**config.mk**
```make
export PLATFORM = sky130hd
export DESIGN_NAME = controlador_de_funcionalidade
export DESIGN_NICKNAME = d
export VERILOG_FILES = /design/src/rtl/controlador_de_funcionalidade.sv
export SDC_FILE = /design/constraint.sdc
export NUM_CORES = 1
export LEC_CHECK = 0
export ABC_AREA = 1
export BUFFER_PORTS_ARGS = -buffer_cell sky130_fd_sc_hd__buf_2
export CAP_MARGIN = 20
export CORE_MARGIN = 2
export CORE_UTILIZATION = 60
export DETAILED_ROUTE_END_ITERATION = 6
export GPL_TIMING_DRIVEN = 0
export PLACE_DENSITY = 0.84
export RECOVER_POWER = 100
export SLEW_MARGIN = 10
export SYNTH_ARGS = -nofsm -noshare
export SYNTH_HDL_FRONTEND = slang
export SYNTH_SLANG_ARGS = --single-unit
export TNS_END_PERCENT = 100
```
**constraint.sdc**
```tcl
create_clock -name CLK -period 4.2 [get_ports CLK]
set_clock_uncertainty 0.05 [all_clocks]
set_input_delay 0.21 -clock CLK [delete_from_list [all_inputs] [get_ports CLK]]
set_output_delay 0.21 -clock CLK [all_outputs]
set_load 0.01 [all_outputs]
```
**src/rtl/controlador_de_funcionalidade.sv**
```systemverilog
// Multi-user function arbiter: snapshot requests, arbitrate by rank and
// function, hold granted functions for a fixed time, or enter autopilot.
module controlador_de_funcionalidade #(
  parameter int N_USERS     = 2,
  parameter int USER_W      = 3,
  parameter int FUNC_W      = 3,
  parameter int HOLD_CYCLES = 4
) (
  input  logic                        CLK,
  input  logic                        RST,
  input  logic [N_USERS-1:0]          REQ_VALID,
  input  logic [N_USERS*USER_W-1:0]   USER_CODE,
  input  logic [N_USERS*FUNC_W-1:0]   FUNC,
  output logic [(2**FUNC_W)-1:0]      FUNC_ACTIVE,
  output logic [N_USERS-1:0]          GRANT,
  output logic [N_USERS-1:0]          DENIED,
  output logic [USER_W-1:0]           LOW_PRIO_USER,
  output logic                        AUTOPILOT,
  output logic                        BUSY
);

  localparam int CNT_W = $clog2(HOLD_CYCLES + 1);
  localparam int NF    = 2**FUNC_W;
  localparam logic [USER_W-1:0] AUTO_CODE = USER_W'(3'b111);

  typedef enum logic [2:0] {
    S_IDLE,
    S_ARB,
    S_ACTIVE,
    S_REL,
    S_AUTO
  } state_t;

  state_t                    state_q, state_d;
  logic [N_USERS-1:0]        snap_valid_q, snap_valid_d;
  logic [N_USERS*USER_W-1:0] snap_code_q, snap_code_d;
  logic [N_USERS*FUNC_W-1:0] snap_func_q, snap_func_d;
  logic [N_USERS-1:0]        grant_q, grant_d;
  logic [NF-1:0]             fa_q, fa_d;
  logic [USER_W-1:0]         lp_q, lp_d;
  logic [CNT_W-1:0]          cnt_q, cnt_d;

  logic [N_USERS-1:0][1:0]        rank_a;
  logic [N_USERS-1:0][FUNC_W-1:0] func_a;
  logic [N_USERS-1:0][USER_W-1:0] code_a;
  logic [N_USERS-1:0]             cand_c, win_c, deny_c;
  logic [NF-1:0]                  fa_c;
  logic [USER_W-1:0]              lp_c;
  logic [1:0]                     min_r;
  logic                           all_auto, go_auto, auto_exit;
  int                             n_valid;

  function automatic logic [1:0] rank_of(input logic [USER_W-1:0] c);
    logic [1:0] r;
    r = 2'd0;
    if ((c >> 3) == '0) begin
      unique case (c[2:0])
        3'b101:                r = 2'd2;
        3'b001, 3'b011, 3'b110: r = 2'd1;
        default:               r = 2'd0;
      endcase
    end
    return r;
  endfunction

  function automatic logic permit(input logic [1:0] r,
                                  input logic [FUNC_W-1:0] f);
    logic p;
    p = 1'b0;
    if (f != '0) begin
      if (r == 2'd2)      p = 1'b1;
      else if (r == 2'd1) p = (32'(f) <= 32'd3);
    end
    return p;
  endfunction

  // Arbitration works purely on the snapshot so late input changes are inert
  always_comb begin
    rank_a   = '0;
    func_a   = '0;
    code_a   = '0;
    cand_c   = '0;
    win_c    = '0;
    fa_c     = '0;
    lp_c     = '0;
    min_r    = 2'd3;
    all_auto = 1'b1;
    n_valid  = 0;
    for (int i = 0; i < N_USERS; i++) begin
      code_a[i] = snap_code_q[i*USER_W +: USER_W];
      func_a[i] = snap_func_q[i*FUNC_W +: FUNC_W];
      rank_a[i] = rank_of(code_a[i]);
      cand_c[i] = snap_valid_q[i] && permit(rank_a[i], func_a[i]);
      if (snap_valid_q[i]) begin
        n_valid = n_valid + 1;
        if (code_a[i] != AUTO_CODE) all_auto = 1'b0;
      end
    end
    for (int i = 0; i < N_USERS; i++) begin
      win_c[i] = cand_c[i];
      for (int j = 0; j < N_USERS; j++) begin
        if (j != i && cand_c[j] && func_a[j] == func_a[i] &&
            (rank_a[j] > rank_a[i] ||
             (rank_a[j] == rank_a[i] && j < i)))
          win_c[i] = 1'b0;
      end
    end
    for (int i = 0; i < N_USERS; i++) begin
      if (win_c[i]) begin
        fa_c[func_a[i]] = 1'b1;
        if (rank_a[i] <= min_r) begin
          min_r = rank_a[i];
          lp_c  = code_a[i];
        end
      end
    end
    go_auto = all_auto && (n_valid >= 2);
  end

  assign deny_c = snap_valid_q & ~win_c;

  always_comb begin
    auto_exit = (REQ_VALID == '0);
    for (int i = 0; i < N_USERS; i++) begin
      if (REQ_VALID[i] && USER_CODE[i*USER_W +: USER_W] != AUTO_CODE)
        auto_exit = 1'b1;
    end
  end

  always_comb begin
    state_d      = state_q;
    snap_valid_d = snap_valid_q;
    snap_code_d  = snap_code_q;
    snap_func_d  = snap_func_q;
    grant_d      = grant_q;
    fa_d         = fa_q;
    lp_d         = lp_q;
    cnt_d        = cnt_q;
    unique case (state_q)
      S_IDLE: begin
        if (REQ_VALID != '0) begin
          snap_valid_d = REQ_VALID;
          snap_code_d  = USER_CODE;
          snap_func_d  = FUNC;
          state_d      = S_ARB;
        end
      end
      S_ARB: begin
        if (go_auto) begin
          lp_d    = '0;
          grant_d = '0;
          fa_d    = '0;
          state_d = S_AUTO;
        end else begin
          lp_d = lp_c;
          if (win_c != '0) begin
            grant_d = win_c;
            fa_d    = fa_c;
            cnt_d   = CNT_W'(HOLD_CYCLES);
            state_d = S_ACTIVE;
          end else begin
            state_d = S_REL;
          end
        end
      end
      S_ACTIVE: begin
        if (cnt_q <= CNT_W'(1)) begin
          cnt_d   = '0;
          grant_d = '0;
          fa_d    = '0;
          state_d = S_REL;
        end else begin
          cnt_d = cnt_q - CNT_W'(1);
        end
      end
      S_REL: begin
        if (REQ_VALID == '0) state_d = S_IDLE;
      end
      S_AUTO: begin
        if (auto_exit) state_d = S_REL;
      end
      default: state_d = S_IDLE;
    endcase
  end

  always_ff @(posedge CLK or posedge RST) begin
    if (RST) begin
      state_q      <= S_IDLE;
      snap_valid_q <= '0;
      snap_code_q  <= '0;
      snap_func_q  <= '0;
      grant_q      <= '0;
      fa_q         <= '0;
      lp_q         <= '0;
      cnt_q        <= '0;
    end else begin
      state_q      <= state_d;
      snap_valid_q <= snap_valid_d;
      snap_code_q  <= snap_code_d;
      snap_func_q  <= snap_func_d;
      grant_q      <= grant_d;
      fa_q         <= fa_d;
      lp_q         <= lp_d;
      cnt_q        <= cnt_d;
    end
  end

  assign FUNC_ACTIVE   = fa_q;
  assign GRANT         = grant_q;
  assign DENIED        = (state_q == S_ARB && !go_auto) ? deny_c : '0;
  assign LOW_PRIO_USER = lp_q;
  assign AUTOPILOT     = (state_q == S_AUTO);
  assign BUSY          = (state_q != S_IDLE);

endmodule

```
==> results by stage <==
Status:
- The flow ran to the end, and the final reports show no timing, DRC or antenna violations.

Setup path:
- The critical path is of the reg2reg type.
- The maximum fanout along the worst path is 8.
- In this run the critical register-to-register path is captured at LOW_PRIO_USER[1].
- The number of cells on the worst reg-to-reg path is 19.
- The category of the worst setup path capture point is a register.
- The start of the worst register-to-register path is code_a[2].
- STA puts the critical path data arrival time at 3440 ps.
- At the worst endpoint, the required time is 4430 ps.
- The setup check on the worst reg-to-reg path leaves a slack of 980 ps.
- STA classifies the critical path startpoint as a register.

Clock tree:
- Gates resized during post-CTS repair numbered 0.
- The TritonCTS clock tree is yes.
- Buffers inserted during clock tree synthesis total 5.
- The clock transition at the registers of the reported paths is approximately 100 ps.
- The clock tree synthesis step divided the H-tree into 2 levels.
- The longest clock path from root to sink contains 2 buffers.
- The number of clock sinks seen by CTS is 33.
- The tree is rooted in a sky130_fd_sc_hd__clkbuf_4.
- The later pin in the worst-skew pair is clocked with a latency of around 330 ps.

Global routing:
- The first-pass GRT wire length is a little over 8000 microns.
- Entering global routing, the biggest net connects 18 pins.
- The sum of overflow across all layers after global routing is 0.
- The number of global-route vias before repair is around 1.8k.
- The global router's overall resource usage is between 20 and 30%.
- The number of antenna violations at the first check in global routing came to 0.

Timing:
- The total count of hold-check failures in the final report was 0.
- After layout, the minimum clock period comes to approximately 3200 ps.
- The number of pins exceeding their max-slew limit in the final report is 0.
- The pin slew with the least headroom to its limit is 955 ps.
- Hold is met by 33.3 ps.
- For this run, the top clock speed supported by timing is about 310 MHz.
- In this run the tightest slew margin relative to its limit is 36.3%.
- Of the available clock period, the critical path in the final layout requires about three quarters.
- Setup repair after global routing left no endpoint under its margin.
- After routing, the total negative slack on setup checks comes to 0 ps.
- Setup violations remaining at the end of the flow were counted as 0.

Place:
- Routability-driven placement finished with a final weighted congestion of about 0.86.
- The HPWL after detailed placement is roughly 3700 microns.
- The number of buffers inserted by port buffering is 32.
- The placed instance area is about 2400 sq um.

Synthesis:
- After technology mapping, the gate count stands at ~280.
- Yosys printed 0 warnings.
- The net count after synthesis is slightly above 300.
- For this run, asynchronously set or reset flops after synthesis account for between 90% and 100%.
- After synthesis, the netlist uses 32 different library cells.
- By area the synthesized netlist is led by sky130_fd_sc_hd__dfrtp_1 39%, sky130_fd_sc_hd__nand2_1 14%, sky130_fd_sc_hd__nand4_1 5.3%.
- Summing the sequential cell areas from Yosys gives about two fifths of the chip area.
- The synthesized design contains 33 register bits.
- Among all flip-flop cells after synthesis, the most frequent one is sky130_fd_sc_hd__dfrtp_1.
- In this run the cell area of the synthesized design comes to between 2000 and 2500 sq um.
- The share of the synthesized area in the top cell type is just under 40%.
- The average cell area after synthesis is between 7 and 8 sq um.
- The most frequent cell after synthesis is sky130_fd_sc_hd__nand2_1.
- In this run, synthesis inferred 0 flip-flops with an integrated enable.
- By count the netlist is led by 81 x sky130_fd_sc_hd__nand2_1, 33 x sky130_fd_sc_hd__dfrtp_1, 27 x sky130_fd_sc_hd__inv_1.
- sky130_fd_sc_hd__dfrtp_1 takes more of the synthesized area than any other cell.

Die:
- The area inside the core boundary is between 3000 and 4000 sq um.
- The die covers a little over 4000 sq um.
- The die is around 64 microns wide.
- The I/O pin count is 33.
- The row count is 21.
- The initial core utilization is 63.2%.
- The height of the chip is 63.5 microns.

Routing:
- After detailed routing, the number of vias per cell comes to about 5.4.
- The total length of routed wires is roughly 4700 microns.
- The count of nets left with antenna violations once routing finished came out at 0.
- The number of iterations in the first detailed-routing pass is 4.
- The residual DRC count is 0.
- The number of vias after detailed routing is 1,991.
- The detailed router finished its first iteration with 110 violations.
- In the final routed layout, each cell accounts on average for between 10 and 15 microns.

Power:
- Internal power comes to between 800 and 900 uW.
- Of the total power, combinational logic draws a little under three fifths.
- The leakage power is between 1 and 1.5 nW.
- The areal power density over the cells is between 700 and 800 nW/um^2.
- The analysis attributes to net switching a power of about 870 uW.
- The power share of the clock group is roughly a tenth.
- The switching fraction of total power is 51.0%.
- The worst-case IR drop observed on VDD is roughly 0.38 mV.
- The sequential share of power is between 30 and 40%.

Worst hold path:
- The number of instances on the worst hold path is 3.
- The startpoint identified for the worst hold timing path is FUNC[4].
- The worst hold path terminates at func_a[4].
- In this run the worst hold path is classified as in2reg.

Cells and area:
- The post-route standard cell area excluding fillers is 2340 sq um.
- The number of nets in the layout is between 300 and 400.
- The repair_antennas step left the layout with diodes totalling 0.
- The footprint of the multi-input gates is 1080 sq um.
- From synthesis to final layout, the design area changed by 10.1%.
- The sequential standard cell area is 826 sq um.
- The number of filler instances in the final layout is ~320.
- The fraction of layout instances using a drive strength above 1 is approximately 16%.

Run:
- Across the run, the number of max-cap violations was 0.
-- registers in the layout, indices dropped and copies added (netlist names) --
name	count
FUNC_ACTIVE	8
code_a	6
func_a	6
LOW_PRIO_USER	3
cnt_q	3
state_q	3
GRANT	2
snap_valid_q	2
-- critical path, stage by stage (launching register included) --
cell                       delay [ps]
sky130_fd_sc_hd__dfrtp_1          410
sky130_fd_sc_hd__nand2_1          140
sky130_fd_sc_hd__inv_1             50
sky130_fd_sc_hd__nand2_1          120
sky130_fd_sc_hd__inv_1             80
sky130_fd_sc_hd__ha_1             290
sky130_fd_sc_hd__inv_1             40
sky130_fd_sc_hd__o21bai_1         170
sky130_fd_sc_hd__nor2_1            70
sky130_fd_sc_hd__nand2_1          210
sky130_fd_sc_hd__nand2_1          230
sky130_fd_sc_hd__nor2_1           140
sky130_fd_sc_hd__ha_1             250
sky130_fd_sc_hd__inv_1             60
sky130_fd_sc_hd__nor2_1            30
sky130_fd_sc_hd__o21ai_0          350
sky130_fd_sc_hd__nand3_1          170
sky130_fd_sc_hd__o21ai_0          100
sky130_fd_sc_hd__nand3_1          100
sky130_fd_sc_hd__nand2_1           80
-- power by group through the flow --
stage	Clock (mW)	Combinational, mW	Sequential [mW]
global placement	0	0.969	0.562
global route	0.200	1.10	0.583
CTS	0.184	1.01	0.563
finish	0.182	0.958	0.567
floorplan	0	0.768	0.560
detailed placement	0	1.01	0.567
-- cells in the final DEF (no fill, tap or decap), drive strengths merged --
master / netlist / layout
clkbuf: 1 / 27
nand3: 26 / 26
ha: 6 / 6
nand4: 18 / 18
a21oi: 5 / 5
nor2: 18 / 18
o211ai: 1 / 1
nand2: 87 / 87
buf: 7 / 21
dfrtp: 33 / 33
a22o: 1 / 1
a21boi: 1 / 1
o21ai: 18 / 18
inv: 35 / 35
nor3: 20 / 20
dlygate4sd3: 0 / 1
xnor2: 2 / 2
o21bai: 1 / 1
or2: 1 / 1
-- layout make-up --
| type | count | share of cell area, % |
|---|---|---|
| tap | 46 | 2.46 |
| sequential | 33 | 35.3 |
| timing repair buffer | 34 | 6.57 |
| buffer | 8 | 1.60 |
| clock buffer | 7 | 2.35 |
| multi-input combinational | 205 | 46.2 |
| inverter | 35 | 5.61 |
-- per-stage QoR --
step                      setup WS, ps  util [%]  instances  total power [mW]
after floorplan                   1590         -        281              1.33
after global placement            1340      69.7        359              1.53
after detailed placement          1240      70.5        360              1.58
after CTS                         1240      72.5        368              1.76
after global routing               663      69.6        368              1.88
final                              985      69.6        368              1.71
-- worst max-delay path by stage --
| stage | depth (start not counted) | slack (ps) | from | to |
|---|---|---|---|---|
| after global routing | 19 | 660 | code_a[2] | LOW_PRIO_USER[1] |
| after floorplan | 19 | 1590 | code_a[2] | LOW_PRIO_USER[2] |
| after CTS | 19 | 1240 | code_a[2] | LOW_PRIO_USER[0] |
| after global placement | 19 | 1340 | code_a[2] | LOW_PRIO_USER[1] |
| after detailed placement | 19 | 1240 | code_a[2] | LOW_PRIO_USER[1] |
| final | 19 | 980 | code_a[2] | LOW_PRIO_USER[1] |
-- cell families (layout without fill, tap and decap cells) --
group                    Yosys count  in the layout  synth area share, %
AO/OA/AOI/OAI                     27             27                 8.29
adder cells (fa/ha/maj)            6              6                 3.53
XOR/XNOR                           2              2                0.824
AND/OR/NAND/NOR                  170            170                 40.2
flip-flops                        33             33                 38.8
buffers and inverters             43             84                 8.35
-- repair_timing --
action | CTS | global route
buffers inserted | 0 | 0
hold buffers | 1 | 0
endpoints found under the hold margin | 16 | 0
-- routing by layer --
| metal | vias up | routed length, microns | GRT usage [%] | part of all wire, % |
|---|---|---|---|---|
| met4 | 0 | 59 | 7.61 | 1.3 |
| met5 | - | 0 | 0 | 0 |
| met3 | 7 | 204 | 5.00 | 4.4 |
| met1 | 915 | 2120 | 32.6 | 45 |
| met2 | 56 | 2290 | 44.1 | 49 |
| li1 | 1013 | - | - | - |
Note: power is estimated with default switching activity, not from simulation.
